File: src/rtl/uart_pkg.sv
// uart_pkg: shared mode/state encodings and the pop-side byte transform
package uart_pkg;
    localparam int XF_W = 32;
    typedef enum logic [1:0] {ECHO = 2'd0, CASESWAP = 2'd1, INVERT = 2'd2} mode_e;
    typedef enum logic [1:0] {IDLE, LAUNCH, DRAIN} state_e;
    // Works on a zero-extended word so any DATA_W up to XF_W can share it;
    // unknown modes fall through to a verbatim echo.
    function automatic logic [XF_W-1:0] transform(input logic [XF_W-1:0] d, input int mode);
        logic alpha;
        alpha = (d >= 32'h41 && d <= 32'h5A) || (d >= 32'h61 && d <= 32'h7A);
        return (mode == int'(CASESWAP)) ? (alpha ? d ^ 32'h20 : d) :
               (mode == int'(INVERT)) ? ~d : d;
    endfunction
endpackage

File: src/rtl/uart_echo_fifo_sync_fifo.sv
// sync_fifo: single-clock FIFO with occupancy count, power-of-two depth
module sync_fifo #(
    parameter int DATA_W = 8,
    parameter int DEPTH  = 16
) (
    input  logic                     clk,
    input  logic                     rst,
    input  logic                     push_i,
    input  logic [DATA_W-1:0]        wdata_i,
    input  logic                     pop_i,
    output logic [DATA_W-1:0]        rdata_o,
    output logic                     full_o,
    output logic                     empty_o,
    output logic [$clog2(DEPTH):0]   level_o
);
    localparam int AW = $clog2(DEPTH);
    logic [DATA_W-1:0] mem_q [DEPTH];
    logic [AW-1:0] wr_q, rd_q;
    logic [AW:0] level_q;
    logic do_push, do_pop;
    assign full_o  = level_q == (AW+1)'(DEPTH);
    assign empty_o = level_q == '0;
    assign do_push = push_i & ~full_o;
    assign do_pop  = pop_i & ~empty_o;
    assign rdata_o = mem_q[rd_q];
    assign level_o = level_q;
    // storage needs no reset: the level gates every read
    always_ff @(posedge clk) begin
        if (do_push) mem_q[wr_q] <= wdata_i;
    end
    // pointers wrap on their own because DEPTH is a power of two
    always_ff @(posedge clk) begin
        if (rst) begin
            wr_q    <= '0;
            rd_q    <= '0;
            level_q <= '0;
        end else begin
            wr_q    <= wr_q + AW'(do_push);
            rd_q    <= rd_q + AW'(do_pop);
            level_q <= level_q + (AW+1)'(do_push) - (AW+1)'(do_pop);
        end
    end
endmodule

File: src/rtl/uart_echo_fifo.sv
// uart_echo_fifo: buffers received bytes and echoes them through a send/busy handshake
module uart_echo_fifo
    import uart_pkg::*;
#(
    parameter int DATA_W  = 8,
    parameter int DEPTH   = 16,
    parameter int MODE    = 0,
    parameter int CNT_W   = 8,
    parameter int BUSY_TO = 16
) (
    input  logic                   hwclk,
    input  logic                   rst,
    input  logic [DATA_W-1:0]      rx_data,
    input  logic                   rx_ready,
    output logic [DATA_W-1:0]      tx_data,
    output logic                   tx_send,
    input  logic                   tx_busy,
    output logic [$clog2(DEPTH):0] fifo_level,
    output logic                   overflow,
    input  logic                   ovf_clr,
    output logic [CNT_W-1:0]       drop_count,
    output logic                   led
);
    localparam int TW = $clog2(BUSY_TO + 1);
    state_e state_q, state_d;
    logic rx_q, push_req, drop, full, empty, pop, led_q, ovf_q, tx_send_q, tx_send_d;
    logic [CNT_W-1:0] drop_q;
    logic [TW-1:0] to_q, to_d;
    logic [DATA_W-1:0] head, tx_data_q, tx_data_d;
    assign push_req   = rx_ready & ~rx_q;
    assign drop       = push_req & full;
    assign tx_data    = tx_data_q;
    assign tx_send    = tx_send_q;
    assign overflow   = ovf_q;
    assign drop_count = drop_q;
    assign led        = led_q;
    sync_fifo #(.DATA_W(DATA_W), .DEPTH(DEPTH)) u_fifo (
        .clk(hwclk), .rst(rst), .push_i(push_req), .wdata_i(rx_data), .pop_i(pop),
        .rdata_o(head), .full_o(full), .empty_o(empty), .level_o(fifo_level)
    );
    // rx edge detect plus accept/drop bookkeeping; a clear beats a same-cycle drop
    always_ff @(posedge hwclk) begin
        if (rst) begin
            rx_q   <= 1'b0;
            led_q  <= 1'b0;
            ovf_q  <= 1'b0;
            drop_q <= '0;
        end else begin
            rx_q   <= rx_ready;
            led_q  <= led_q ^ (push_req & ~full);
            ovf_q  <= ~ovf_clr & (ovf_q | drop);
            drop_q <= ovf_clr ? '0 : drop_q + CNT_W'(drop & ~&drop_q);
        end
    end
    // send FSM state and tx registers
    always_ff @(posedge hwclk) begin
        if (rst) begin
            state_q   <= IDLE;
            to_q      <= '0;
            tx_data_q <= '0;
            tx_send_q <= 1'b0;
        end else begin
            state_q   <= state_d;
            to_q      <= to_d;
            tx_data_q <= tx_data_d;
            tx_send_q <= tx_send_d;
        end
    end
    // pop and launch from IDLE, wait for busy (or give up) in LAUNCH, wait for idle in DRAIN
    always_comb begin
        state_d   = state_q;
        to_d      = to_q;
        tx_data_d = tx_data_q;
        tx_send_d = 1'b0;
        pop       = 1'b0;
        case (state_q)
            IDLE: if (!empty) begin
                pop       = 1'b1;
                tx_data_d = DATA_W'(transform(XF_W'(head), MODE));
                tx_send_d = 1'b1;
                to_d      = '0;
                state_d   = LAUNCH;
            end
            LAUNCH: begin
                to_d    = to_q + 1'b1;
                state_d = tx_busy ? DRAIN : (to_d == TW'(BUSY_TO)) ? IDLE : LAUNCH;
            end
            DRAIN: state_d = tx_busy ? DRAIN : IDLE;
            default: state_d = IDLE;
        endcase
    end
endmodule

File: config.mk
export PLATFORM = sky130hd
export DESIGN_NAME = uart_echo_fifo
export DESIGN_NICKNAME = d
export VERILOG_FILES = /design/src/rtl/uart_pkg.sv /design/src/rtl/uart_echo_fifo_sync_fifo.sv /design/src/rtl/uart_echo_fifo.sv
export SDC_FILE = /design/constraint.sdc
export NUM_CORES = 1
export LEC_CHECK = 0
export CAP_MARGIN = 10
export CORE_ASPECT_RATIO = 1.2
export CORE_MARGIN = 2
export CORE_UTILIZATION = 50
export CTS_CLUSTER_DIAMETER = 30
export DETAILED_ROUTE_END_ITERATION = 8
export PLACE_DENSITY = 0.78
export SLEW_MARGIN = 20
export SYNTH_ARGS = -nofsm -noshare
export SYNTH_HDL_FRONTEND = slang
export SYNTH_SLANG_ARGS = --single-unit
File: constraint.sdc
create_clock -name hwclk -period 8.7 [get_ports hwclk]
set_input_delay 1.74 -clock hwclk [delete_from_list [all_inputs] [get_ports hwclk]]
set_output_delay 1.74 -clock hwclk [all_outputs]
set_load 0.1 [all_outputs]
# Word level (Yosys, flattened, before mapping)
# Memory sizes are Yosys's and may differ from the RTL's. A register that Yosys moved wholly into a read port is not among the register bits.
# Index checks and enable logic that the tools add are counted.
# word_totals
out_inout_bits,24
wordCells,53
memories,1
in_bits,13
register_bits,32
ramBits,128
# memory_table
memory,words,width,rd,rd_clocked_by_memory_dff,write_ports,line,rtl
u_fifo.mem_q,16,8,1,1,1,uart_echo_fifo_sync_fifo.sv:17,logic [DATA_W-1:0] mem_q [DEPTH];
# classes
mux,11
bitwise,12
addsub,6
n_reduce_logical,8
eq_ne,5
# op_table
op,n
== test 5 bit (second input constant),2
one-hot mux 5 bit (2 select lines),1
adder 4 x 1 -> 4 bit,2
adder 8 x 1 -> 8 bit,1
AND reduction 8 bit,1
AND 1 bit,6
2-to-1 mux 2 bit,3
one-hot mux 2 bit (3 select lines),1
adder 5 x 1 -> 5 bit,1
adder 5 x 1 -> 5 bit (second input constant),1
logical NOT 5 bit,1
2-to-1 mux 1 bit,5
2-to-1 mux 5 bit,1
subtractor 5 x 1 -> 5 bit,1
inverter 1 bit,4
AND reduction 2 bit,2
== test 2 x 1 -> 1 bit (second input constant),1
== test 2 bit (second input constant),1
logical NOT 2 bit,1
inequality test 2 bit (second input constant),1
nonzero test 2 bit,1
OR reduction 2 bit,1
logical NOT 1 bit,1
OR 1 bit,1
XOR 1 bit,1

# Logic depth before layout (Yosys ltp)
# logic_depth
word_depth,5
mapped_depth,14
depth_no_buf,13

# Modules after synthesis
# From an unflattened synthesis, not the netlist that was laid out.
# hier_totals
hier_cells,420
hier_area_um2,6779.0
# by_module_without_submodules
module,seq_area_each_um2,n_inst,area_each_um2,cells_per_inst
sync_fifo,4103.9,1,5655.4,289
uart_echo_fifo,540.5,1,1123.6,131

# Worst setup path before layout
# OpenSTA, ideal clock, no wires.
# synth_timing
path_kind,input port to flip-flop
from,input rx_ready
to,"memory u_fifo.mem_q[0][0], enable pin"
setup_slack_ns,5.148
cell_stages,4
t_arrival_ns,3.169
t_required_ns,8.317
n_path_buf,0
setup_ns,0.383
path_cell_list,nand2b_1 > a31oi_4 > or3b_2 > nor3_1
# synth_between
elab_chain_len,4
# synth_rtl
element,line,rtl
"start, declared",uart_echo_fifo.sv:14,"input logic rx_ready,"
AND 1 bit,uart_echo_fifo.sv:30,assign push_req = rx_ready & ~rx_q;
AND 1 bit,uart_echo_fifo_sync_fifo.sv:23,assign do_push = push_i & ~full_o;
2-to-1 mux 1 bit,uart_echo_fifo_sync_fifo.sv:29,if (do_push) mem_q[wr_q] <= wdata_i;
2-to-1 mux 1 bit (implied by the code),uart_echo_fifo_sync_fifo.sv:29,
"end, declared",uart_echo_fifo_sync_fifo.sv:17,
# Every way passes these cells.

# Worst setup path after layout
# layout_timing
from,input rx_ready
to,"memory u_fifo.mem_q[0][4], enable pin"
# The elaborated chain is that of the path after synthesis.

==> flow_summary_export.csv <==
group,metric,value,unit
critical_path,worstPathRequired,8.74,ns
grt,total_grt_usage,0.1823,
sta,relSlewSlack,0.2574,
detailed_routing,drtAntennaViolNets,0,
clock_network,cts.hold.buffers_added,0,
yosys,synthesis.area_per_instance,17.11,µm²
clock_network,clock_latency,0.43,ns
die,num_rows,46,
pwr,internal_power,0.001560,W
critical_path,critical_path.max_fanout,8,
die,design.core.area,13240,µm²
detailed_routing,dr.first_iter.drc_count,353,
clock_network,path_clk_slew,0.07,ns
yosys,synth_compound_gate_area_share,0.03833,
detailed_routing,wirelength,12300,µm
yosys,fraction_of_registers_with_async_set_or_reset_after_synthesis,0,
layout,nFillCells,955,
layout,num-nets-final,460,
yosys,netlist_area,6756,µm²
layout,design_area,7831,µm²
outcome,run_status,"finished, final reports clean",
die,starting_density_of_the_core,0.5104,
yosys,synth.ff_latch_count,168,
sta,tightestPinTransition,1.112,ns
pwr,power_frac_clock,0.303,
critical_path,critPathArrivalTime,3.99,ns
layout,area_delta_synth_final,15.91,%
job,max-cap-violations,0,
yosys,synth_flop_cell,"sky130_fd_sc_hd__edfxtp_1",
grt,grt_remaining_overflow,0,
critical_path,cpMaxStageDelayCell,"sky130_fd_sc_hd__nor3_1",
yosys,yosys.area_share.adder,0.02704,
critical_path,cpPeakStageDelay,0.84,ns
critical_path,category_of_the_worst_setup_path_capture_point,"flip-flop",
yosys,synthSimpleGateAreaFrac,0.07685,
sta,rsz0062_at_grt,"no",
placement,place_congestion,0.7310,
layout,post_route_cells_drive_above_1_share,0.1951,
grt,number_of_antenna_violations_at_the_first_check_in_global_routing,0,
yosys,synth_cell_types,39,
clock_network,cts.path.max_buffers,2,
layout,num_antenna_cells,0,
clock_network,ctsResizeCount,0,
detailed_routing,route.detailed.drc,0,
pwr,cellLeakagePower,2.534,nW
clock_network,cts-buffers-inserted,17,
critical_path,critical_path.cell_chain,"clkdlybuf4s50_1 -> nand2b_1 -> a31oi_4 -> or3b_2 -> nor3_1",
yosys,synth_top_family_by_area,"multiplexers",
pwr,switching_power,0.0008454,W
placement,port-buffer-count,36,
pwr,vdd_drop_max,0.2274,mV
detailed_routing,average_vias_per_placed_instance,5.669,
critical_path,cell_type_group_with_the_largest_total_delay_on_the_critical_path,"simple AND/OR/NAND/NOR gates",
clock_network,clock_sinks,168,
critical_path,start_kind,"primary input",
yosys,synth.yosys.seq_area_share,0.6874,
die,io-pin-count,37,
clock_network,buffer_type_at_the_clock_tree_root,"sky130_fd_sc_hd__clkbuf_16",
yosys,synth.area.mux_share,0.1304,
yosys,post_synthesis_cell_count,395,
detailed_routing,drtPass1Iterations,5,
die,design.die.area,14460,µm²
grt,grt_start_max_net_pins,36,
yosys,share_of_the_synthesized_netlist_area_taken_by_xor_and_xnor_gates,0.01815,
sta,achievable-frequency,0.2528,GHz
sta,totalNegativeSetupSlack,0,ns
yosys,synthesized_net_count,422,
clock_network,cts_max_level,4,
clock_network,cts_tree,"done",
die,dieHeight,131.3,µm
pwr,power_density,307.2,nW/µm²
clock_network,cts_setup_buffers,0,
sta,finalWorstPathRequiredPeriod,3.956,ns
grt,grt_first_pass_wirelength,18800,µm
grt,first_global_vias,3452,
critical_path,critical_path.n_buffers_inverters,1,
sta,final.setup_skew,0.01221,ns
yosys,number_of_enable_type_register_cells_in_the_synthesized_netlist,128,
detailed_routing,routedWlPerCell,20.03,µm
placement,dpl_cell_area,7228,µm²
detailed_routing,routed_via_count,3481,
min_path,min_path_type,"flip-flop to flip-flop",
pwr,sw_frac_of_total,0.3514,
yosys,yosysWarnings,0,
pwr,power_frac_seq,0.404,
placement,detailedPlacementHpwl,7913,µm
sta,setup-violations-final,0,
die,fp.dieW,110.1,µm
sta,min_period_over_period,0.4547,
pwr,power_share_of_the_combinational_group,0.293,
sta,timing_hold_violations_final,0,
sta,drv_slew,0,
critical_path,worst-setup-path-type,"primary input to flip-flop",
## routing by layer
| metal | vias up | share of wire | track usage |
|---|---|---|---|
| li1 | 1611 | - | - |
| met1 | 1733 | 0.39 | 0.2156 |
| met2 | 126 | 0.54 | 0.3173 |
| met3 | 11 | 0.057 | 0.04960 |
| met4 | 0 | 0.0097 | 0.05972 |
| met5 | - | 0 | 0 |
## flip-flops by register name, summed over array words and instances, names as in the netlist, 2 cells and up
signal          flops
u_fifo.level_o      5
tx_data             8
u_fifo.wr_q         4
u_fifo.rd_q         4
u_fifo.mem_q      128
drop_count          8
state_q             2
to_q                5
## through the flow
step                hold slack [ns]  std cells  setup slack [ns]  utilization  power [W]
finish                       0.4705        614             4.744       0.5916   0.002406
global route                 0.4881        614             4.624       0.5916   0.002505
CTS                          0.4727        614             4.736       0.5908   0.002426
detailed placement           0.4567        582             4.358       0.5460   0.001693
global placement             0.4499        582             4.411       0.5457   0.001678
floorplan                    0.4610        395             5.148            -   0.001558
## power groups by stage
stage / sequential (W) / combinational [W] / clock (W)
2_1_floorplan: 0.00119 / 0.000365 / 0
3_3_place_gp: 0.000986 / 0.000691 / 0
3_5_place_dp: 0.000989 / 0.000704 / 0
4_1_cts: 0.000972 / 0.000712 / 0.000742
5_1_grt: 0.000978 / 0.000753 / 0.000773
6_report: 0.000972 / 0.000704 / 0.000730
## cell type report
class | instances | area (µm²) | area share
tap | 168 | 210.2 | 0.02684
clock inverter | 14 | 153.9 | 0.01965
multi-input combinational | 201 | 1979 | 0.2528
sequential | 168 | 4647 | 0.5934
timing repair buffer | 38 | 375.4 | 0.04793
clock buffer | 18 | 439.2 | 0.05608
inverter | 7 | 26.28 | 0.003355
## worst register-to-register path, delay by kind of cell (launching register included)
family / cells / cell delay (ns)
compound gates: 2 / 0.29
fa+ha+maj: 4 / 1.12
buf+inv: 3 / 0.24
flops: 1 / 0.33
simple gates: 4 / 1.12
## kinds of logic (layout without fill, tap and decap cells)
kind of cell             count (synthesis)  after routing
AND/OR/NAND/NOR                         94             94
AO/OA/AOI/OAI                           31             31
flip-flops                             168            168
buffers and inverters                   26             77
multiplexers                            48             48
XOR/XNOR                                14             14
adder cells (fa/ha/maj)                 14             14
## placed cells by master (no fill, tap or decap), types with 3 or more instances in the layout
master	count
sky130_fd_sc_hd__nand3b_1	10
sky130_fd_sc_hd__clkbuf_16	17
sky130_fd_sc_hd__or3_1	3
sky130_fd_sc_hd__inv_6	4
sky130_fd_sc_hd__nor2b_1	8
sky130_fd_sc_hd__a21oi_1	14
sky130_fd_sc_hd__dfxtp_1	38
sky130_fd_sc_hd__xor2_1	6
sky130_fd_sc_hd__mux2i_1	16
sky130_fd_sc_hd__clkdlybuf4s50_1	36
sky130_fd_sc_hd__xnor2_1	8
sky130_fd_sc_hd__mux4_2	32
sky130_fd_sc_hd__o21ai_0	5
sky130_fd_sc_hd__nand3_1	11
sky130_fd_sc_hd__and2_1	3
sky130_fd_sc_hd__nor3_2	3
sky130_fd_sc_hd__ha_1	13
sky130_fd_sc_hd__o221ai_2	8
sky130_fd_sc_hd__inv_8	4
sky130_fd_sc_hd__inv_1	7
sky130_fd_sc_hd__edfxtp_1	128
sky130_fd_sc_hd__nand2_1	6
sky130_fd_sc_hd__clkinv_8	3
sky130_fd_sc_hd__nor2_1	32
sky130_fd_sc_hd__nand2b_1	4
## worst paths after layout
kind	from	to	slack, ns	cells after the start
max	rx_ready	u_fifo.mem_q[0][4]$_DFFE_PP_	4.74	5
min	overflow$_SDFF_PP0_	overflow$_SDFF_PP0_	0.47	1
max reg2reg	u_fifo.level_o[2]$_SDFF_PP0_	u_fifo.level_o[4]$_SDFF_PP0_	5.53	13
min reg2reg	overflow$_SDFF_PP0_	overflow$_SDFF_PP0_	0.47	1
## cell usage after synthesis (all sizes together) (8+ instances only)
cell type / count / area share
edfxtp: 128 / 0.57
dfxtp: 40 / 0.12
mux4: 32 / 0.11
nor2: 32 / 0.018
mux2i: 16 / 0.024
a21oi: 14 / 0.010
ha: 13 / 0.024
buf: 11 / 0.014
nand3: 11 / 0.0081
nand3b: 10 / 0.011
clkbuf: 8 / 0.0044
nor2b: 8 / 0.0074
o221ai: 8 / 0.018
xnor2: 8 / 0.010
Note: power is estimated with default switching activity, not from simulation.
